## config.mk

```make
export PLATFORM = sky130hd
export DESIGN_NAME = led_arb
export DESIGN_NICKNAME = d
export VERILOG_FILES = /design/src/rtl/rr_pick.sv /design/src/rtl/led_arb.sv
export SDC_FILE = /design/constraint.sdc
export NUM_CORES = 1
export LEC_CHECK = 0
export BUFFER_PORTS_ARGS = -buffer_cell sky130_fd_sc_hd__clkbuf_2
export CELL_PAD_IN_SITES_DETAIL_PLACEMENT = 1
export CELL_PAD_IN_SITES_GLOBAL_PLACEMENT = 2
export CORE_ASPECT_RATIO = 0.6
export CORE_UTILIZATION = 39
export CTS_CLUSTER_DIAMETER = 120
export DETAILED_ROUTE_END_ITERATION = 8
export PLACE_DENSITY_LB_ADDON = 0.2
export SLEW_MARGIN = 20
export SYNTH_ARGS = -nofsm -noshare
export SYNTH_HDL_FRONTEND = slang
export SYNTH_SLANG_ARGS = --single-unit
```

## constraint.sdc

```tcl
create_clock -name i_clk -period 3.8 [get_ports i_clk]
set_input_delay 0 -clock i_clk [delete_from_list [all_inputs] [get_ports i_clk]]
set_output_delay 0 -clock i_clk [all_outputs]
set_load 0.01 [all_outputs]
```

## src/rtl/rr_pick.sv

```systemverilog
// Round-robin winner select: first set request at or after the pointer, wrapping
// N-1 -> 0. Purely combinational so it can be reused by other shared-resource arbiters.
module rr_pick #(
   parameter int unsigned N = 4
) (
   input  logic [N-1:0]         i_req,
   input  logic [$clog2(N)-1:0] i_ptr,
   output logic                 o_any_c,
   output logic [$clog2(N)-1:0] o_idx_c
);

   localparam int unsigned IW = $clog2(N);

   logic [IW-1:0] w_pos;

   // Walk N positions from the pointer; explicit wrap keeps non-power-of-two N correct.
   always_comb begin
      o_any_c = 1'b0;
      o_idx_c = '0;
      w_pos   = i_ptr;
      for (int unsigned k = 0; k < N; k++) begin
         if (!o_any_c && i_req[w_pos]) begin
            o_any_c = 1'b1;
            o_idx_c = w_pos;
         end
         w_pos = (w_pos == IW'(N - 1)) ? '0 : w_pos + IW'(1);
      end
   end

endmodule

```

## src/rtl/led_arb.sv

```systemverilog
// Round-robin arbiter sharing one rate-limited status LED among N requesters.
// Each owner gets a minimum slot of HOLD strobes, and ownership changes are separated by a dark gap.
module led_arb #(
   parameter int unsigned N    = 4,
   parameter int unsigned HOLD = 8
) (
   input  logic         i_clk,
   input  logic         i_rst_n,
   input  logic         i_stb,
   input  logic [N-1:0] i_req,
   input  logic [N-1:0] i_led,
   output logic [N-1:0] o_gnt,
   output logic         o_led,
   output logic         o_busy
);

   localparam int unsigned IW = $clog2(N);
   localparam int unsigned CW = $clog2(HOLD + 1);

   typedef enum logic [1:0] {
      IDLE = 2'd0,
      OWN  = 2'd1,
      GAP  = 2'd2
   } state_t;

   state_t        r_state, w_state_nxt;
   logic [IW-1:0] r_ptr, w_ptr_nxt;
   logic [IW-1:0] r_owner, w_owner_nxt;
   logic [CW-1:0] r_cnt, w_cnt_nxt;
   logic [N-1:0]  r_gnt, w_gnt_nxt;
   logic          r_led, w_led_nxt;
   logic          r_busy, w_busy_nxt;

   logic          w_any;
   logic [IW-1:0] w_idx;
   logic [N-1:0]  w_owner_mask;
   logic          w_owner_req;
   logic          w_others;
   logic [IW-1:0] w_ptr_inc;

   rr_pick #(.N(N)) u_pick (
      .i_req   (i_req),
      .i_ptr   (r_ptr),
      .o_any_c (w_any),
      .o_idx_c (w_idx)
   );

   assign w_owner_mask = N'(1) << r_owner;
   assign w_owner_req  = |(i_req & w_owner_mask);
   assign w_others     = |(i_req & ~w_owner_mask);
   assign w_ptr_inc    = (r_owner == IW'(N - 1)) ? '0 : r_owner + IW'(1);

   // Next-state and registered-output decode.
   always_comb begin
      w_state_nxt = r_state;
      w_ptr_nxt   = r_ptr;
      w_owner_nxt = r_owner;
      w_cnt_nxt   = r_cnt;
      w_gnt_nxt   = r_gnt;
      w_led_nxt   = r_led;
      case (r_state)
         IDLE: begin
            w_gnt_nxt = '0;
            w_led_nxt = 1'b0;
            if (w_any) begin
               w_state_nxt = OWN;
               w_owner_nxt = w_idx;
               w_gnt_nxt   = N'(1) << w_idx;
               w_cnt_nxt   = CW'(HOLD);
               w_led_nxt   = i_led[w_idx];
            end
         end
         OWN: begin
            // Preemption uses the registered count, so a decrement to zero takes effect next cycle.
            if (!w_owner_req || ((r_cnt == '0) && w_others)) begin
               w_state_nxt = GAP;
               w_gnt_nxt   = '0;
               w_led_nxt   = 1'b0;
               w_ptr_nxt   = w_ptr_inc;
            end else begin
               w_led_nxt = i_led[r_owner];
               if (i_stb && (r_cnt != '0)) begin
                  w_cnt_nxt = r_cnt - CW'(1);
               end
            end
         end
         GAP: begin
            w_gnt_nxt = '0;
            w_led_nxt = 1'b0;
            if (i_stb) begin
               w_state_nxt = IDLE;
            end
         end
         default: begin
            w_state_nxt = IDLE;
            w_gnt_nxt   = '0;
            w_led_nxt   = 1'b0;
         end
      endcase
      w_busy_nxt = (w_state_nxt != IDLE);
   end

   always_ff @(posedge i_clk or negedge i_rst_n) begin
      if (!i_rst_n) begin
         r_state <= IDLE;
         r_ptr   <= '0;
         r_owner <= '0;
         r_cnt   <= '0;
         r_gnt   <= '0;
         r_led   <= 1'b0;
         r_busy  <= 1'b0;
      end else begin
         r_state <= w_state_nxt;
         r_ptr   <= w_ptr_nxt;
         r_owner <= w_owner_nxt;
         r_cnt   <= w_cnt_nxt;
         r_gnt   <= w_gnt_nxt;
         r_led   <= w_led_nxt;
         r_busy  <= w_busy_nxt;
      end
   end

   assign o_gnt  = r_gnt;
   assign o_led  = r_led;
   assign o_busy = r_busy;

endmodule

```

# After elaboration in Yosys (flattened, before gate mapping)
# Index checks and enable logic that the tools add are counted.
# word_totals
reg_bits,16
output_inout_bits,6
wordCells,91
# op_classes
addsub,5
magnitude_cmp,6
n_eq_ne,10
shift,2
n_mux,38
bitwise,3
n_reduce_logical,20
# op_table
operator,n
2-bit 2-to-1 mux,11
4-bit 2-to-1 mux,5
"2-bit by 3-bit less-than comparator with 1-bit output, second input constant",6
4-bit case mux with 2 select lines,2
1-bit binary-select mux with 2-bit select,6
1-bit 2-to-1 mux,12
"2-bit == test, second input constant",5
"2-bit by 1-bit adder with 2-bit output, second input constant",4
4-bit bitwise AND,2
4-bit OR reduction,2
"1-bit by 2-bit << shifter with 4-bit output, first input constant",2
"2-bit != test, second input constant",3
2-bit case mux with 3 select lines,1
1-bit logical AND,5
1-bit zero test,4
4-bit zero test,1
4-bit inverter,1
2-bit AND reduction,2
4-bit AND reduction,1
2-bit nonzero test,2
4-bit nonzero test,1
"4-bit by 1-bit subtractor with 4-bit output, second input constant",1
"2-bit by 1-bit == test with 1-bit output, second input constant",1
2-bit zero test,1
3 further kinds,3

# Logic depth before layout (Yosys ltp)
# Gate-level depths: netlist of run 1.
# depth
depth_word,16
depth_mapped,8
depth_no_buf,8

# Modules after synthesis
# A second synthesis of run 1 with hierarchy kept.
# hier_totals
hier_cells,122
area_unflattened_um2,1224.9
# modules_own_cells
module,instances,cells_per_inst,area_each_um2
led_arb,1,81,939.7
rr_pick,1,41,285.3

# Worst setup path before layout of run 1
# Ideal clock, no wire load.
# synth_timing
kind,register -> register
from,reg r_ptr[0]
to,reg r_cnt[1]
setup_time_ns,0.125
arrival_ns,2.131
t_required_ns,3.675
path_slack_ns,1.544
stages_incl_launch_ff,8
path_cell_list,dfrtp_1 -> ha_1 -> xor2_1 -> a211oi_1 -> o22ai_1 -> a211o_2 -> a21oi_2 -> mux2_2
# synth_via
elab_chain_cells,14
# synth_lines
item,line,rtl
start: declaration,led_arb.sv:27,"logic [IW-1:0] r_ptr, w_ptr_nxt;"
start signal: assignment,led_arb.sv:114,r_ptr <= w_ptr_nxt;
branches (longest 11 deep; another with 2-bit by 1-bit adder with 2-bit output),n/a,
1-bit 2-to-1 mux *,rr_pick.sv:22,if (!o_any_c && i_req[w_pos]) begin
2-bit by 1-bit != test with 1-bit output (no line) *,n/a,
4-bit AND reduction (no line) *,n/a,
end signal: assignment,led_arb.sv:116,r_cnt <= w_cnt_nxt;
end: declaration,led_arb.sv:29,"logic [CW-1:0] r_cnt, w_cnt_nxt;"
# Mark *: on every way between the ends. The select of a mux whose other input is x is not followed.
# A chain may end at the register's enable or synchronous reset.

# Worst setup path after layout of run 1
# Ends and elaborated chain as after synthesis.

==> impl_metrics.tcl, run 1 <==
set metrics [dict create \
    post_cts_buffers 0 \
    finalSetupTns_ps 0 \
    setup_slack_ps 923 \
    min_period_over_period 0.757 \
    max_freq_ghz 0.348 \
    track_usage 0.212 \
    cap_violations 0 \
    drc 0 \
    ys_seq_elements 16 \
    cts_tree "built" \
    die_y_um 47.2 \
    yosysSeqAreaShare 0.301 \
    worst_pin_slew_ps 609 \
    cp_max_fo 24 \
    start_util 0.435 \
    routed_wl_um 3400 \
    synth_edf_count 0 \
    peakVddDrop_mv 0.260 \
    hold_viol 0 \
    core-area_um2 3060 \
    syn_inst 136 \
    syn_nets 154 \
    port_buffers 16 \
    clk_pin_slew_worst_paths_ps 70 \
    syn_to_final_growth_pct 8.94 \
    min_period_ps 2880 \
    final_max_slew_viol_count 0 \
    synth_area_um2 1330 \
    nets 169 \
    synth_cell_types 57 \
    clock_latency_ps 250 \
    final_area_um2 1450 \
    synthArstFlopShare 1.00 \
    slowest_stage "ha_1" \
    io_pins 17 \
    outcome "finished clean" \
    die_w_um 77.4 \
    slowest_delay_ps 580 \
    via_count 1121 \
    syn_area_per_cell_um2 9.78 \
    dpl.hpwl_um 2600 \
    clock_skew_ps 4.53 \
    n_antenna_cell 0 \
    powerDensity_nw_per_um2 840 \
    hp-class "in2reg" \
    cts.sinks 16 \
    gp_congestion 0.820 \
    drive_gt1_frac 0.260 \
    worstPathArrival_ps 3020 \
    rsz0062_at_grt "no" \
    cts_root_buffer "clkbuf_8" \
    wire_per_inst_um 17.7 \
    grt_pass1_vias 1175 \
    yosysWarnings 0 \
    crit_path_cell_trace "buf_4 > ha_1 > xor2_1 > a211oi_1 > o22ai_1 > a211o_2 > a21oi_2 > mux2_2" \
    slew_headroom 0.593 \
    setup_viol 0 \
    dp_slack_ps 955 \
    first_pass_iters 4 \
    cts_max_level 1 \
    drt-initial-drc-count 73 \
    grt.overflow.total 0 \
    critPathBufInv 1 \
    grt_max_degree 25 \
    p_leak_nw 0.643 \
    cts_buffers 3 \
    ys.flop_type "dfrtp_1" \
    path_class "reg2reg" \
    path_delay_family "compound AO/OA/AOI/OAI gates" \
    start_kind "register" \
    worstPathRequired_ps 3940 \
    core.rowCount 15 \
    dieArea_um2 3660 \
    place_area_um2 1380 \
    grt_pass1_wl_um 5780 \
    avgViaCountPerCell 5.84 \
    cp-end-kind "register" \
    final_antenna_net_count 0 \
    antenna_found_initial 0 \
    clk_path_buf_depth 2 \
]
[cell usage after synthesis (3+ instances only)]
master    count  share of area
nand3b_1      6          0.034
a21oi_1       3          0.011
mux2_2        4          0.034
inv_1         9          0.025
nor3_1        3          0.011
nand2b_1      6          0.028
dfrtp_1      16           0.30
nand2_1      11          0.031
clkbuf_8      3          0.031
o21ai_0       8          0.030
nor2_1        5          0.014
ha_1          7          0.066
[metal layers]
| metal | vias to the layer above | GRT usage | part of all wire |
|---|---|---|---|
| met1 | 556 | 0.289 | 0.51 |
| met4 | 0 | 0.0491 | 0.016 |
| li1 | 526 | - | - |
| met2 | 31 | 0.361 | 0.44 |
| met3 | 8 | 0.0388 | 0.038 |
| met5 | - | 0 | 0 |
[power breakdown]
part           switching (mW)  leakage [nW]  total [mW]  internal, mW
Combinational           0.436         0.414       0.756         0.319
Clock                  0.0606        0.0288       0.153        0.0920
Sequential             0.0665         0.200       0.309         0.242
[final timing paths]
kind,startpoint,slack [ps],endpoint,cells past startpoint
max,r_ptr[0],920,r_cnt[1],8
min,i_led[3],70,o_led,3
max reg2reg,r_ptr[0],920,r_cnt[1],8
min reg2reg,o_gnt[0],490,o_gnt[0],2
max in group asynchronous,i_rst_n,3290,r_owner[1],2
min in group asynchronous,i_rst_n,210,r_cnt[0],2
[layout make-up]
class	instances	area, µm²
Inverter	9	33.8
Tap cell	42	52.6
Clock buffer	4	55.1
Multi-Input combinational cell	103	810
Sequential cell	16	400
Fill cell	366	1610
Timing Repair Buffer	18	97.6
[worst min-delay path: stages]
cell      delay (ps)
clkbuf_2          90
mux2i_1           70
o221ai_2         120
[stage by stage]
stage | cells | utilization | hold slack (ps) | total power, mW
final | 192 | 0.474 | 71.8 | 1.22
after detailed placement | 187 | 0.452 | -51.3 | 1.06
after floorplan | 136 | - | -296 | 0.903
after global routing | 192 | 0.474 | 89.1 | 1.33
after global placement | 187 | 0.452 | -60.5 | 1.02
after CTS | 192 | 0.474 | 74.1 | 1.22
[layout by cell type, fill, tap and decap left out, types with 3 or more instances in the layout]
cell,instances
dfrtp_1,16
nor3_1,3
ha_1,7
inv_1,9
o21ai_0,8
clkbuf_2,16
nand2b_1,6
nand3b_1,6
nand2_1,11
clkbuf_8,4
nor2_1,5
mux2_2,4
a21oi_1,3
[flip-flops by register name (all words and copies together) (netlist names)]
signal / cells
o_led: 1
o_busy: 1
r_cnt: 4
r_state: 2
r_ptr: 2
r_owner: 2
o_gnt: 4
[kinds of logic after synthesis]
group                    after synthesis  share of synthesized area
AND/OR/NAND/NOR                       49                      0.232
AO/OA/AOI/OAI                         36                      0.203
buffers and inverters                 17                     0.0903
flip-flops                            16                      0.301
multiplexers                           8                     0.0875
adder cells (fa/ha/maj)                7                     0.0658
XOR/XNOR                               3                     0.0198
[timing repair]
item,in CTS,in global routing
hold endpoints to repair,16,0
resized for setup,0,0
hold buffers,1,0
Note: power is estimated with default switching activity, not from simulation.
==> run 2: changes to the inputs <==
- CORE_UTILIZATION: 39 -> 36
- clock period: 3.8 -> 2.7 ns (I/O delays scaled with it)
==> impl_metrics.tcl, run 2 (synthesized netlist as in run 1, its figures left out) <==
set metrics [dict create \
    clk_pin_slew_worst_paths_ps 70 \
    worst_pin_slew_ps 442 \
    ff2ff_setup_slack_ps 240 \
    rsz0062_at_grt "no" \
    final_max_slew_viol_count 0 \
    instances_no_fill 198 \
    min_period_over_period 0.910 \
    reg2reg_to "o_gnt[2]" \
    hold_viol 0 \
    cts.sinks 16 \
    cts_tree "built" \
    nets 172 \
    p_leak_nw 0.657 \
    dieArea_um2 3950 \
    crit_path_cell_trace "ha_1 > xor2_1 > a211oi_1 > o22ai_1 > a211o_2 > nand2b_1 > o21ai_0" \
    first_pass_iters 4 \
    wire_per_inst_um 17.7 \
    slowest_stage "ha_1" \
    grt_pass1_wl_um 5900 \
    start_util 0.393 \
    drive_gt1_frac 0.275 \
    antenna_found_initial 0 \
    cts_max_level 1 \
    finalSetupTns_ps 0 \
    hp-class "in2reg" \
    outcome "finished clean" \
    cts_root_buffer "clkbuf_8" \
    peakVddDrop_mv 0.345 \
    powerDensity_nw_per_um2 1200 \
    syn_to_final_growth_pct 10.9 \
    n_antenna_cell 0 \
    slew_headroom 0.706 \
    core.rowCount 16 \
    cap_violations 0 \
    max_freq_ghz 0.407 \
    reg2reg_from "r_ptr[0]" \
    dpl.hpwl_um 2770 \
    start_kind "register" \
    post_cts_buffers 0 \
    grt_pass1_vias 1176 \
    min_from "i_led[3]" \
    clock_skew_ps 4.16 \
    cts_buffers 3 \
    hold_end "o_led" \
    worstPathArrival_ps 2610 \
    cp_max_fo 10 \
    via_count 1127 \
    die_w_um 80.5 \
    avgViaCountPerCell 5.69 \
    die_y_um 49.1 \
    setup_viol 0 \
    setup_slack_ps 242 \
    core-area_um2 3380 \
    cp-end-kind "register" \
    min_period_ps 2460 \
    routed_wl_um 3500 \
    grt.overflow.total 0 \
    grt_max_degree 24 \
    worstPathRequired_ps 2850 \
    hold_depth 3 \
    most-common-layout-cells "clkbuf_2, dfrtp_1, nand2_1" \
    drc 0 \
    dp_slack_ps 271 \
    gp_congestion 0.827 \
    final_antenna_net_count 0 \
    path_class "reg2reg" \
    drt-initial-drc-count 98 \
    slowest_delay_ps 430 \
    reg2regPathDepth 7 \
    clk_path_buf_depth 2 \
    track_usage 0.201 \
    dp_cells 193 \
    clock_latency_ps 260 \
    io_pins 17 \
    port_buffers 16 \
]
## run 2: cell count changes in the layout (fill, tap and decap cells not counted), sizes merged
cell,change
buf,+3
## run 2: how the worst max path moves through the flow
stage	start	to	slack, ps	cells after the start
finish	r_ptr[0]	o_gnt[2]	240	7
global route	r_ptr[0]	o_gnt[2]	90	7
CTS	r_ptr[0]	o_gnt[2]	220	7
detailed placement	r_ptr[0]	r_cnt[1]	270	7
global placement	r_ptr[0]	r_cnt[1]	330	7
floorplan	r_ptr[0]	r_cnt[1]	440	7
## run 2: what timing repair did
item | 4_1_cts | 5_1_grt
hold endpoints to repair | 16 | 0
gates resized for setup | 0 | 0
hold buffers | 1 | 0
## run 2: layout make-up
type / count / area (µm²)
Fill cell: 398 / 1910
Multi-Input combinational cell: 103 / 810
Sequential cell: 16 / 400
Timing Repair Buffer: 21 / 120
Tap cell: 45 / 56.3
Clock buffer: 4 / 55.1
Inverter: 9 / 33.8
## run 2: critical path: cells and delay by family (launching register included)
| family | cells | cell delay, ps |
|---|---|---|
| compound gates | 4 | 1060 |
| simple gates | 1 | 240 |
| flops | 1 | 390 |
| fa+ha+maj | 1 | 430 |
| xor+xnor | 1 | 240 |
## run 2: routing by layer
metal  share of wire  vias to the layer above  track usage
met3           0.033                        6       0.0355
met5               0                        -            0
met1            0.49                      560        0.284
li1                -                      535            -
met4           0.012                        0       0.0595
met2            0.46                       26        0.312
## run 2: through the flow
step | power (mW) | util | hold WS (ps) | cell area (µm²)
after floorplan | 1.27 | - | -296 | 1330
after global placement | 1.50 | 0.417 | -62.3 | 1410
after detailed placement | 1.56 | 0.417 | -34.6 | 1410
after CTS | 1.79 | 0.436 | 77.2 | 1480
after global routing | 1.93 | 0.436 | 78.0 | 1480
final | 1.78 | 0.436 | 74.9 | 1480
## run 2: power by group
group	switching [mW]	leakage, nW	internal (mW)	total, mW
registers	0.0770	0.200	0.341	0.418
logic	0.642	0.428	0.494	1.14
clock network	0.0913	0.0288	0.130	0.221
total	0.810	0.657	0.965	1.78
==> run 3: changes to the inputs <==
- PLACE_DENSITY_LB_ADDON: 0.2 -> 0.1
==> impl_metrics.tcl, run 3 (synthesized netlist as in run 1, its figures left out) <==
set metrics [dict create \
    grt_max_degree 24 \
    fillCellCount 393 \
    cts_max_level 1 \
    routed_wl_um 3380 \
    grt_pass1_wl_um 5940 \
    path_class "reg2reg" \
    grt_pass1_vias 1163 \
    worstPathRequired_ps 2830 \
    dieArea_um2 3950 \
    drc 0 \
    worstPathArrival_ps 2570 \
    gp_congestion 0.860 \
    via_count 1104 \
    track_usage 0.198 \
    slew_headroom 0.716 \
    post_cts_buffers 0 \
    grt.overflow.total 0 \
    finalSetupTns_ps 0 \
    clock_latency_ps 250 \
    hold_depth 3 \
    wire_per_inst_um 17.1 \
    nets 172 \
    cp_max_fo 10 \
    outcome "finished clean" \
    io_pins 17 \
    worst_pin_slew_ps 425 \
    final_antenna_net_count 0 \
    peakVddDrop_mv 0.493 \
    syn_to_final_growth_pct 10.9 \
    most-common-layout-cells "clkbuf_2, dfrtp_1, nand2_1" \
    first_pass_iters 4 \
    setup_viol 0 \
    clock_skew_ps 3.46 \
    cts_tree "built" \
    final_area_um2 1480 \
    cts_root_buffer "clkbuf_8" \
    hp-class "in2reg" \
    start_util 0.393 \
    place_area_um2 1410 \
    reg2regPathDepth 7 \
    min_period_ps 2440 \
    core-area_um2 3380 \
    dpl.hpwl_um 2710 \
    die_w_um 80.5 \
    p_leak_nw 0.657 \
    port_buffers 16 \
    cts.sinks 16 \
    reg2reg_from "r_ptr[0]" \
    ff2ff_setup_slack_ps 260 \
    cp-end-kind "register" \
    clk_pin_slew_worst_paths_ps 60 \
    min_period_over_period 0.904 \
    core.rowCount 16 \
    cts_buffers 3 \
    n_antenna_cell 0 \
    hold_end "o_led" \
    reg2reg_to "r_cnt[1]" \
    clk_path_buf_depth 2 \
    powerDensity_nw_per_um2 1190 \
    antenna_found_initial 0 \
    min_from "i_led[3]" \
    max_freq_ghz 0.410 \
    hold_viol 0 \
    rsz0062_at_grt "no" \
    avgViaCountPerCell 5.58 \
    final_max_slew_viol_count 0 \
    drt-initial-drc-count 50 \
    start_kind "register" \
    cap_violations 0 \
    die_y_um 49.1 \
    drive_gt1_frac 0.275 \
]
-- run 3: what timing repair did --
action	in CTS	in global routing
resized for setup	0	0
endpoints found under the hold margin	16	0
hold buffers	1	0
-- run 3: worst max-delay path, cell delays in order, from the launching register on --
cell and delay [ps]:
dfrtp_1 380, ha_1 420, xor2_1 230, a211oi_1 230
o22ai_1 140, a211o_2 400, a21oi_2 170, mux2_2 350
-- run 3: worst max path at each step --
| stage | startpoint | end | slack (ps) | cells after the start |
|---|---|---|---|---|
| 2_1_floorplan | r_ptr[0] | r_cnt[1] | 440 | 7 |
| 3_3_place_gp | r_ptr[0] | r_owner[0] | 360 | 8 |
| 3_5_place_dp | r_ptr[0] | r_cnt[1] | 270 | 7 |
| 4_1_cts | r_ptr[0] | r_cnt[1] | 260 | 7 |
| 5_1_grt | r_ptr[1] | o_gnt[2] | 30 | 8 |
| 6_report | r_ptr[0] | r_cnt[1] | 260 | 7 |
-- run 3: final cells by class --
cell class / instances / area (µm²) / share of cell area
Timing Repair Buffer: 21 / 120 / 0.0814
Clock buffer: 4 / 55.1 / 0.0373
Inverter: 9 / 33.8 / 0.0229
Sequential cell: 16 / 400 / 0.271
Multi-Input combinational cell: 103 / 810 / 0.549
Tap cell: 45 / 56.3 / 0.0382
-- run 3: per-layer routing --
| metal | track usage | wire, µm | vias to the layer above |
|---|---|---|---|
| li1 | - | - | 536 |
| met1 | 0.286 | 1760 | 556 |
| met2 | 0.304 | 1520 | 10 |
| met3 | 0.0467 | 100 | 2 |
| met4 | 0.0357 | 8 | 0 |
| met5 | 0 | 0 | - |
-- run 3: through the flow --
| step | power, mW | cells | util | worst slack (ps) | hold WS [ps] |
|---|---|---|---|---|---|
| final | 1.75 | 198 | 0.436 | 260 | 75.6 |
| after CTS | 1.77 | 198 | 0.436 | 259 | 72.0 |
| after global routing | 1.92 | 198 | 0.436 | 31.2 | 102 |
| after global placement | 1.50 | 193 | 0.417 | 360 | -57.2 |
| after detailed placement | 1.55 | 193 | 0.417 | 270 | -52.3 |
| after floorplan | 1.27 | 136 | - | 444 | -296 |
-- run 3: where the power goes --
group,switching (mW),internal (mW)
Clock,0.0805,0.129
Sequential,0.0756,0.342
Combinational,0.633,0.492
